## config.mk

```make
export PLATFORM = sky130hd
export DESIGN_NAME = medidor_distancia
export DESIGN_NICKNAME = d
export VERILOG_FILES = /design/src/rtl/medidor_pkg.sv /design/src/rtl/sync_edge.sv /design/src/rtl/medidor_distancia.sv
export SDC_FILE = /design/constraint.sdc
export NUM_CORES = 1
export LEC_CHECK = 0
export BUFFER_PORTS_ARGS = -buffer_cell sky130_fd_sc_hd__buf_2
export CAP_MARGIN = 20
export CORE_ASPECT_RATIO = 0.75
export CORE_UTILIZATION = 40
export CTS_BUF_LIST = sky130_fd_sc_hd__clkbuf_8
export CTS_CLUSTER_DIAMETER = 30
export DETAILED_ROUTE_END_ITERATION = 10
export GPL_TIMING_DRIVEN = 0
export PLACE_DENSITY_LB_ADDON = 0.15
export SLEW_MARGIN = 20
export SYNTH_ARGS = -nofsm -noshare
export SYNTH_HDL_FRONTEND = slang
export SYNTH_HIERARCHICAL = 1
export SYNTH_SLANG_ARGS = --single-unit
```

## constraint.sdc

```tcl
create_clock -name clk -period 3.1 [get_ports clk]
set_input_delay 0.62 -clock clk [delete_from_list [all_inputs] [get_ports clk]]
set_output_delay 0.62 -clock clk [all_outputs]
set_load 0.03 [all_outputs]
```

## src/rtl/medidor_pkg.sv

```systemverilog
// Shared definitions for the ultrasonic distance meter: FSM encoding and
// distance constants used by the ranger and by the motor-control stage.
package medidor_pkg;

    localparam logic [2:0] ST_IDLE      = 3'd0;
    localparam logic [2:0] ST_TRIG      = 3'd1;
    localparam logic [2:0] ST_WAIT_RISE = 3'd2;
    localparam logic [2:0] ST_MEASURE   = 3'd3;
    localparam logic [2:0] ST_DONE      = 3'd4;

    localparam logic [8:0] DIST_MAX   = 9'd511;
    localparam logic [8:0] DIST_RESET = 9'd0;

    function automatic int unsigned max_u(input int unsigned a, input int unsigned b);
        return (a > b) ? a : b;
    endfunction

endpackage

```

## src/rtl/sync_edge.sv

```systemverilog
// 2-FF synchronizer with one-cycle rise/fall pulses, one lane per input bit.
// Shared by the echo input and the line-follower sensors.
module sync_edge #(
    parameter int W = 1
) (
    input  logic         clk,
    input  logic         rst,
    input  logic [W-1:0] din,
    output logic [W-1:0] rise,
    output logic [W-1:0] fall
);

    logic [W-1:0] meta;
    logic [W-1:0] sync;
    logic [W-1:0] prev;

    always_ff @(posedge clk or posedge rst) begin
        if (rst) begin
            meta <= '0;
            sync <= '0;
            prev <= '0;
        end else begin
            meta <= din;
            sync <= meta;
            prev <= sync;
        end
    end

    assign rise = sync & ~prev;
    assign fall = ~sync & prev;

endmodule

```

## src/rtl/medidor_distancia.sv

```systemverilog
// HC-SR04 driver: periodic trigger, echo width measured in whole centimetres,
// last result held between measurements for the motor-control stage.
module medidor_distancia
    import medidor_pkg::*;
#(
    parameter int unsigned TRIG_CYCLES    = 500,
    parameter int unsigned TICKS_PER_CM   = 2900,
    parameter int unsigned TIMEOUT_CYCLES = 1_500_000,
    parameter int unsigned PERIOD_CYCLES  = 3_000_000
) (
    input  logic       clk,
    input  logic       rst,
    input  logic       echo,
    output logic       trig,
    output logic [8:0] distancia,
    output logic       valid,
    output logic       timeout
);

    localparam int unsigned CNT_MAX = max_u(TIMEOUT_CYCLES, PERIOD_CYCLES);
    localparam int          CNT_W   = $clog2(CNT_MAX + 1);
    localparam int          PRE_W   = (TICKS_PER_CM > 1) ? $clog2(TICKS_PER_CM) : 1;

    localparam logic [CNT_W-1:0] PERIOD_LAST  = CNT_W'(PERIOD_CYCLES - 1);
    localparam logic [CNT_W-1:0] TRIG_LAST    = CNT_W'(TRIG_CYCLES - 1);
    localparam logic [CNT_W-1:0] TIMEOUT_LAST = CNT_W'(TIMEOUT_CYCLES - 1);
    localparam logic [PRE_W-1:0] PRE_LAST     = PRE_W'(TICKS_PER_CM - 1);

    // The cycle that sees the rising edge already counts as one echo tick,
    // so N echo cycles yield floor(N / TICKS_PER_CM).
    localparam logic [PRE_W-1:0] PRE_START = (TICKS_PER_CM > 1) ? PRE_W'(1) : '0;
    localparam logic [8:0]       CM_START  = (TICKS_PER_CM > 1) ? 9'd0 : 9'd1;

    logic             echo_rise;
    logic             echo_fall;
    logic [2:0]       state;
    logic [CNT_W-1:0] cnt;
    logic [PRE_W-1:0] presc;
    logic [8:0]       cm_acc;

    sync_edge #(.W(1)) u_echo_sync (
        .clk  (clk),
        .rst  (rst),
        .din  (echo),
        .rise (echo_rise),
        .fall (echo_fall)
    );

    // Results are loaded on the edge into DONE, so valid is high exactly
    // while the FSM sits in DONE and distancia is already stable with it.
    always_ff @(posedge clk or posedge rst) begin
        if (rst) begin
            state     <= ST_IDLE;
            cnt       <= '0;
            presc     <= '0;
            cm_acc    <= '0;
            trig      <= 1'b0;
            distancia <= DIST_RESET;
            valid     <= 1'b0;
            timeout   <= 1'b0;
        end else begin
            valid <= 1'b0;
            cnt   <= cnt + CNT_W'(1);
            case (state)
                ST_IDLE: begin
                    if (cnt == PERIOD_LAST) begin
                        state <= ST_TRIG;
                        cnt   <= '0;
                        trig  <= 1'b1;
                    end
                end
                ST_TRIG: begin
                    if (cnt == TRIG_LAST) begin
                        state <= ST_WAIT_RISE;
                        cnt   <= '0;
                        trig  <= 1'b0;
                    end
                end
                ST_WAIT_RISE: begin
                    if (echo_rise) begin
                        state  <= ST_MEASURE;
                        cnt    <= '0;
                        presc  <= PRE_START;
                        cm_acc <= CM_START;
                    end else if (cnt == TIMEOUT_LAST) begin
                        state     <= ST_DONE;
                        cnt       <= '0;
                        distancia <= DIST_MAX;
                        timeout   <= 1'b1;
                        valid     <= 1'b1;
                    end
                end
                ST_MEASURE: begin
                    if (echo_fall) begin
                        state     <= ST_DONE;
                        cnt       <= '0;
                        distancia <= cm_acc;
                        timeout   <= 1'b0;
                        valid     <= 1'b1;
                    end else if (cnt == TIMEOUT_LAST) begin
                        state     <= ST_DONE;
                        cnt       <= '0;
                        distancia <= DIST_MAX;
                        timeout   <= 1'b1;
                        valid     <= 1'b1;
                    end else if (presc == PRE_LAST) begin
                        presc <= '0;
                        if (cm_acc != DIST_MAX)
                            cm_acc <= cm_acc + 9'd1;
                    end else begin
                        presc <= presc + PRE_W'(1);
                    end
                end
                ST_DONE: begin
                    state <= ST_IDLE;
                    cnt   <= '0;
                end
                default: begin
                    state <= ST_IDLE;
                    cnt   <= '0;
                    trig  <= 1'b0;
                end
            endcase
        end
    end

endmodule
```

# ---- Yosys cells after proc, flatten, opt, wreduce, memory -nomap -nowiden
# Index checks and enable logic that the tools add are counted.
dict set report op_classes {
  add_sub_neg 3
  n_eq_ne 17
  n_mux 38
  bitwise 5
  n_reduce_logical 8
}
# cell n
set ops {}
lappend ops {{two-way mux 22 bit} 5}
lappend ops {{case mux 22 bit (4 select lines)} 1}
lappend ops {{two-way mux 9 bit} 8}
lappend ops {{two-way mux 12 bit} 4}
lappend ops {{case mux 9 bit (2 select lines)} 2}
lappend ops {{case mux 12 bit (2 select lines)} 1}
lappend ops {{adder 22 x 1 -> 22 bit, second input constant} 1}
lappend ops {{== test 22 x 21 -> 1 bit, second input constant} 1}
lappend ops {{== test 22 bit, second input constant} 1}
lappend ops {{== test 22 x 9 -> 1 bit, second input constant} 1}
lappend ops {{inequality test 2 bit, second input constant} 8}
lappend ops {{two-way mux 3 bit} 5}
lappend ops {{adder 12 x 1 -> 12 bit, second input constant} 1}
lappend ops {{== test 12 bit, second input constant} 1}
lappend ops {{case mux 3 bit (4 select lines)} 1}
lappend ops {{adder 9 x 1 -> 9 bit, second input constant} 1}
lappend ops {{inequality test 9 bit, second input constant} 1}
lappend ops {{two-way mux 1 bit} 8}
lappend ops {{== test 3 x 2 -> 1 bit, second input constant} 2}
lappend ops {{AND reduction 6 bit} 1}
lappend ops {{case mux 1 bit (2 select lines)} 2}
lappend ops {{AND reduction 2 bit} 2}
lappend ops {{AND reduction 4 bit} 1}
lappend ops {{== test 3 x 1 -> 1 bit, second input constant} 1}
lappend ops {{other kinds (8)} 11}
dict set report totals {
  ff_bits 61
  inputBits 3
  output_inout_bits 12
  wordCells 82
}

# ---- Depth between registers and ports, before layout
dict set report depth {
  word_depth 6
  depth_mapped 9
}

# ---- Modules after synthesis
# Netlist, hierarchy kept.
# mod n_inst cells_each area_each_um2
set modules_own_cells {}
lappend modules_own_cells {medidor_distancia 1 317 3091.7}
lappend modules_own_cells {sync_edge 1 6 93.8}

# ---- Worst setup path before layout
# Ideal clock, no wire load.
dict set report synth_timing {
  path_kind {register to register}
  start {register cnt[10]}
  end {register cm_acc[0]}
  setup_time_ns 0.125
  t_arrival_ns 2.163
  required_time_ns 2.975
  setup_slack_ns 0.812
  stages_incl_launch_ff 6
  n_path_buf 0
  period_less_slack_ns 2.288
  cell_sequence {dfrtp_1 > or4_4 > or4_4 > o211ai_4 > nand2_4 > mux2_4}
}
dict set report synth_via {
  elab_chain_len 3
}
# item line
set synth_lines {}
lappend synth_lines {{start, declared} medidor_distancia.sv:37} ;# logic [CNT_W-1:0] cnt;
lappend synth_lines {{start signal, assigned} medidor_distancia.sv:63} ;# cnt <= cnt + CNT_W'(1);
lappend synth_lines {{== test 22 x 21 -> 1 bit} medidor_distancia.sv:100} ;# end else if (cnt == TIMEOUT_LAST) begin
lappend synth_lines {{inequality test 2 bit (no source line)} --}
lappend synth_lines {{AND reduction 6 bit (no source line)} --}
lappend synth_lines {{end signal, assigned} medidor_distancia.sv:109} ;# cm_acc <= cm_acc + 9'd1;
lappend synth_lines {{end, declared} medidor_distancia.sv:39} ;# logic [8:0] cm_acc;
# Every way passes these cells.
# A chain may end at the register's enable or synchronous reset.

# ---- Worst setup path after layout
dict set report layout_timing {
  start {register cnt[0]}
  end {register cnt[8]}
}
dict set report layout_via {
  elab_chain_len 4
  elab_cells_between_ends 10
}
# item line
set layout_lines {}
lappend layout_lines {{adder 22 x 1 -> 22 bit / == test 22 x 21 -> 1 bit (equally long branches)} {medidor_distancia.sv:63, medidor_distancia.sv:85, medidor_distancia.sv:100}}
lappend layout_lines {{two-way mux 22 bit} {medidor_distancia.sv:85, medidor_distancia.sv:100}}
lappend layout_lines {{two-way mux 22 bit, on equally long branches} {medidor_distancia.sv:94, medidor_distancia.sv:80}}
lappend layout_lines {{case mux 22 bit (4 select lines) (*)} medidor_distancia.sv:64} ;# case (state)
# Mark *: on every way between the ends. The rest lies on a longest branch, timed or not.

==> summary.md <==
| Metric | Value |
|---|---|
| Clk root buf | `clkbuf_8` |
| First-pass GRT wire length | `between 10000 and 15000 um` |
| Max H-tree Level | `3` |
| IO Pins | `15` |
| Top achievable clock speed | `between 300 and 400 MHz` |
| Syn Nets | `330` |
| CTS Buf Count | `9` |
| Net count, final | `356` |
| CP max FO | `10` |
| Multi-input gate area | `approximately 1600 um^2` |
| Via count | `around 2500` |
| Total Routed Length | `around 7000 um` |
| Crit path from | `cnt[0]$_DFF_PP0_` |
| Register bit total from synthesis | `just over 60` |
| Detail Route Antenna Nets | `0` |
| Post-CTS Setup Bufs | `0` |
| Count leader, synth | `dfrtp_1` |
| Rel. slew slack | `approximately half` |
| Netlist Area Pre-Place | `about 3200 um^2` |
| # setup viols final | `0` |
| Post-synth top area share | `47.9%` |
| Clk slew on worst S/H paths | `roughly 0.070 ns` |
| Die width | `~110 um` |
| Area post-placement | `between 3000 and 4000 um^2` |
| Die extent in y | `79.3 um` |
| Reg2Reg Setup Slack | `roughly 0.34 ns` |
| Status | `completed` |
| Peak VDD IR | `between 0.00015 and 0.0002 V` |
| Routed len/inst | `between 15 and 20 um` |
| Synth top area cells | `dfrtp_1 (48%), nor2_1 (4.2%), xnor2_1 (4.1%)` |
| Setup Skew | `0.0180 ns` |
| Post-synth top flop | `dfrtp_1` |
| FF+latch area | `~1500 um^2` |
| Crit path capture type | `flop` |
| Setup crit start kind | `flop` |
| Fillers | `roughly 700` |
| PnR worst setup slack | `0.344 ns` |
| Yosys top cell by area | `dfrtp_1` |
| Distinct cells, synth | `55` |
| Total power | `roughly 0.0015 W` |
| CTS tree | `yes` |
| Slew Viols, Final | `0` |
| Starting Density | `42.3%` |
| Register area share after synthesis | `47.9%` |
| Syn Area/Cell | `between 9 and 10 um^2` |
| DR iter-0 viols | `~130` |
| Minimum clock period | `approximately 2.8 ns` |
| Post-layout util | `a little under half` |
| Synthesized instance count | `323` |
| PortBufs | `14` |
| DRC | `0` |
| Initial antenna violation count | `0` |
| Gr ovfl total | `0` |
| Row count | `27` |
| Maximum clock path buffer count | `2` |
| RSZ-0062 raised after global routing | `no` |
| Vias per cell | `between 5 and 6` |
| GPL Wtd Cong | `0.822` |
| Commonest cells post-synth | `dfrtp_1 (61), nor2_1 (36), nand2_1 (23)` |
| Hold Path Class | `input pin to asynchronous set/reset pin` |
| Synthesis warning total | `6` |
| # clock sinks | `61` |
| Post-synth EDFFs | `0` |
| Power density over cell area | `~410 nW/um^2` |
| R2r endpoint | `cnt[8]$_DFF_PP0_` |
| Fraction of registers with async set/reset | `100%` |
| Core box area | `~7500 um^2` |
| Final HPWL DP | `~4800 um` |
| Post-cts gate resize count | `0` |
| Final worst-path cycle share | `around 89%` |
| Leak | `1.55 nW` |
| Worst Path Required | `~3.3 ns` |
| Crit path DAT | `2.98 ns` |
| Setup WS pre-CTS | `between 0.3 and 0.4 ns` |
| Hold_buf cts | `0` |
| Synthesis-to-finish area growth | `12.8%` |
| Overall routing resource usage | `18.7%` |
| Design area | `around 3600 um^2` |
| First-pass DRT Iterations | `4` |
| Share of cells above drive strength 1 | `14.7%` |
| Worst-margin pin slew | `0.759 ns` |
| Largest net degree at the start of global routing | `38` |
| R2r worst-path depth | `7` |
| Die ar. | `roughly 8300 um^2` |
| Max_cap viols | `0` |
| N_diodes | `0` |
| WS Path Type | `flop to flop` |
| Fin. Hold Viols | `0` |
| Skew-Pair Late Insertion Delay | `around 0.34 ns` |
| Reg-to-reg critical path startpoint | `cnt[0]$_DFF_PP0_` |
| Number of global-route vias before repair | `around 2300` |
| Post-Route Setup TNS | `0 ns` |
-- sequential cells by signal (all words and copies together) (netlist names) --
name              count
cnt                  22
presc                12
cm_acc                9
distancia             9
state                 3
timeout               1
trig                  1
u_echo_sync/meta      1
u_echo_sync/prev      1
u_echo_sync/sync      1
valid                 1
-- metal layers --
layer	wire, um	track usage (%)	vias to the layer above
met5	0	0	-
met4	27	7.18	0
met2	2880	25.5	53
met3	331	4.19	2
li1	-	-	1220
met1	3640	28.4	1230
-- cell type report --
type	instances	share of cell area, %
multi-input cells	239	43.5
well taps	101	3.52
clock inverters	4	0.627
flip-flops and latches	61	42.5
repair buffers	15	2.51
plain buffers	11	1.39
inverters	12	1.32
clock buffers	12	4.60
-- stage by stage --
stage	hold slack, ns	std cells
5_1_grt	0.154	455
4_1_cts	0.150	455
6_report	0.171	455
3_3_place_gp	0.335	438
2_1_floorplan	0.331	323
3_5_place_dp	0.342	439
-- worst max path at each step --
stage,slack [ns],cells past startpoint,endpoint
after floorplan,0.81,5,cm_acc[0]$_DFFE_PP0P_
after global placement,0.20,2,cm_acc[4]$_DFFE_PP0P_
after detailed placement,0.31,7,cnt[8]$_DFF_PP0_
after CTS,0.31,7,cnt[8]$_DFF_PP0_
after global routing,0.1,7,cnt[20]$_DFF_PP0_
final,0.34,7,cnt[8]$_DFF_PP0_
-- report_power, final --
group	switching [W]	total [W]	internal, W
logic	0.0000204	0.0000260	0.00000562
clock network	0.000311	0.000662	0.000351
registers	0.000000779	0.000799	0.000798
-- cell families (layout without fill, tap and decap cells) --
| logic type | count (synthesis) | after routing | share of synthesized area [%] |
|---|---|---|---|
| buf+inv | 23 | 54 | 2.98 |
| mux | 8 | 8 | 2.71 |
| fa+ha+maj | 4 | 4 | 1.57 |
| xor+xnor | 20 | 20 | 5.50 |
| compound gates | 59 | 59 | 13.2 |
| simple gates | 148 | 148 | 26.1 |
| flops | 61 | 61 | 47.9 |
-- cells in the final DEF, fill, tap and decap left out, drive strengths merged, types with 3 or more instances in the layout --
| cell type | instances |
|---|---|
| dfrtp | 61 |
| nor2 | 36 |
| nand2 | 25 |
| nand3 | 22 |
| clkbuf | 20 |
| buf | 18 |
| o21ai | 15 |
| xnor2 | 15 |
| inv | 13 |
| nor3 | 11 |
| nor4 | 10 |
| nand2b | 9 |
| a21oi | 9 |
| o22a | 9 |
| and3 | 8 |
| mux2i | 6 |
| o31ai | 6 |
| nor2b | 5 |
| xor2 | 5 |
| or4bb | 4 |
| o41ai | 4 |
| ha | 4 |
| a31o | 3 |
| o211ai | 3 |
| clkinv | 3 |
-- worst max-delay path, stage by stage (launching register included) --
cell and delay (ns):
dfrtp_1 0.39, ha_1 0.24, or4b_2 0.61, nor4_1 0.35, a41oi_1 0.26, a32oi_1 0.46
buf_4 0.27, nor2_1 0.07
(Power assumes the default switching activity.)
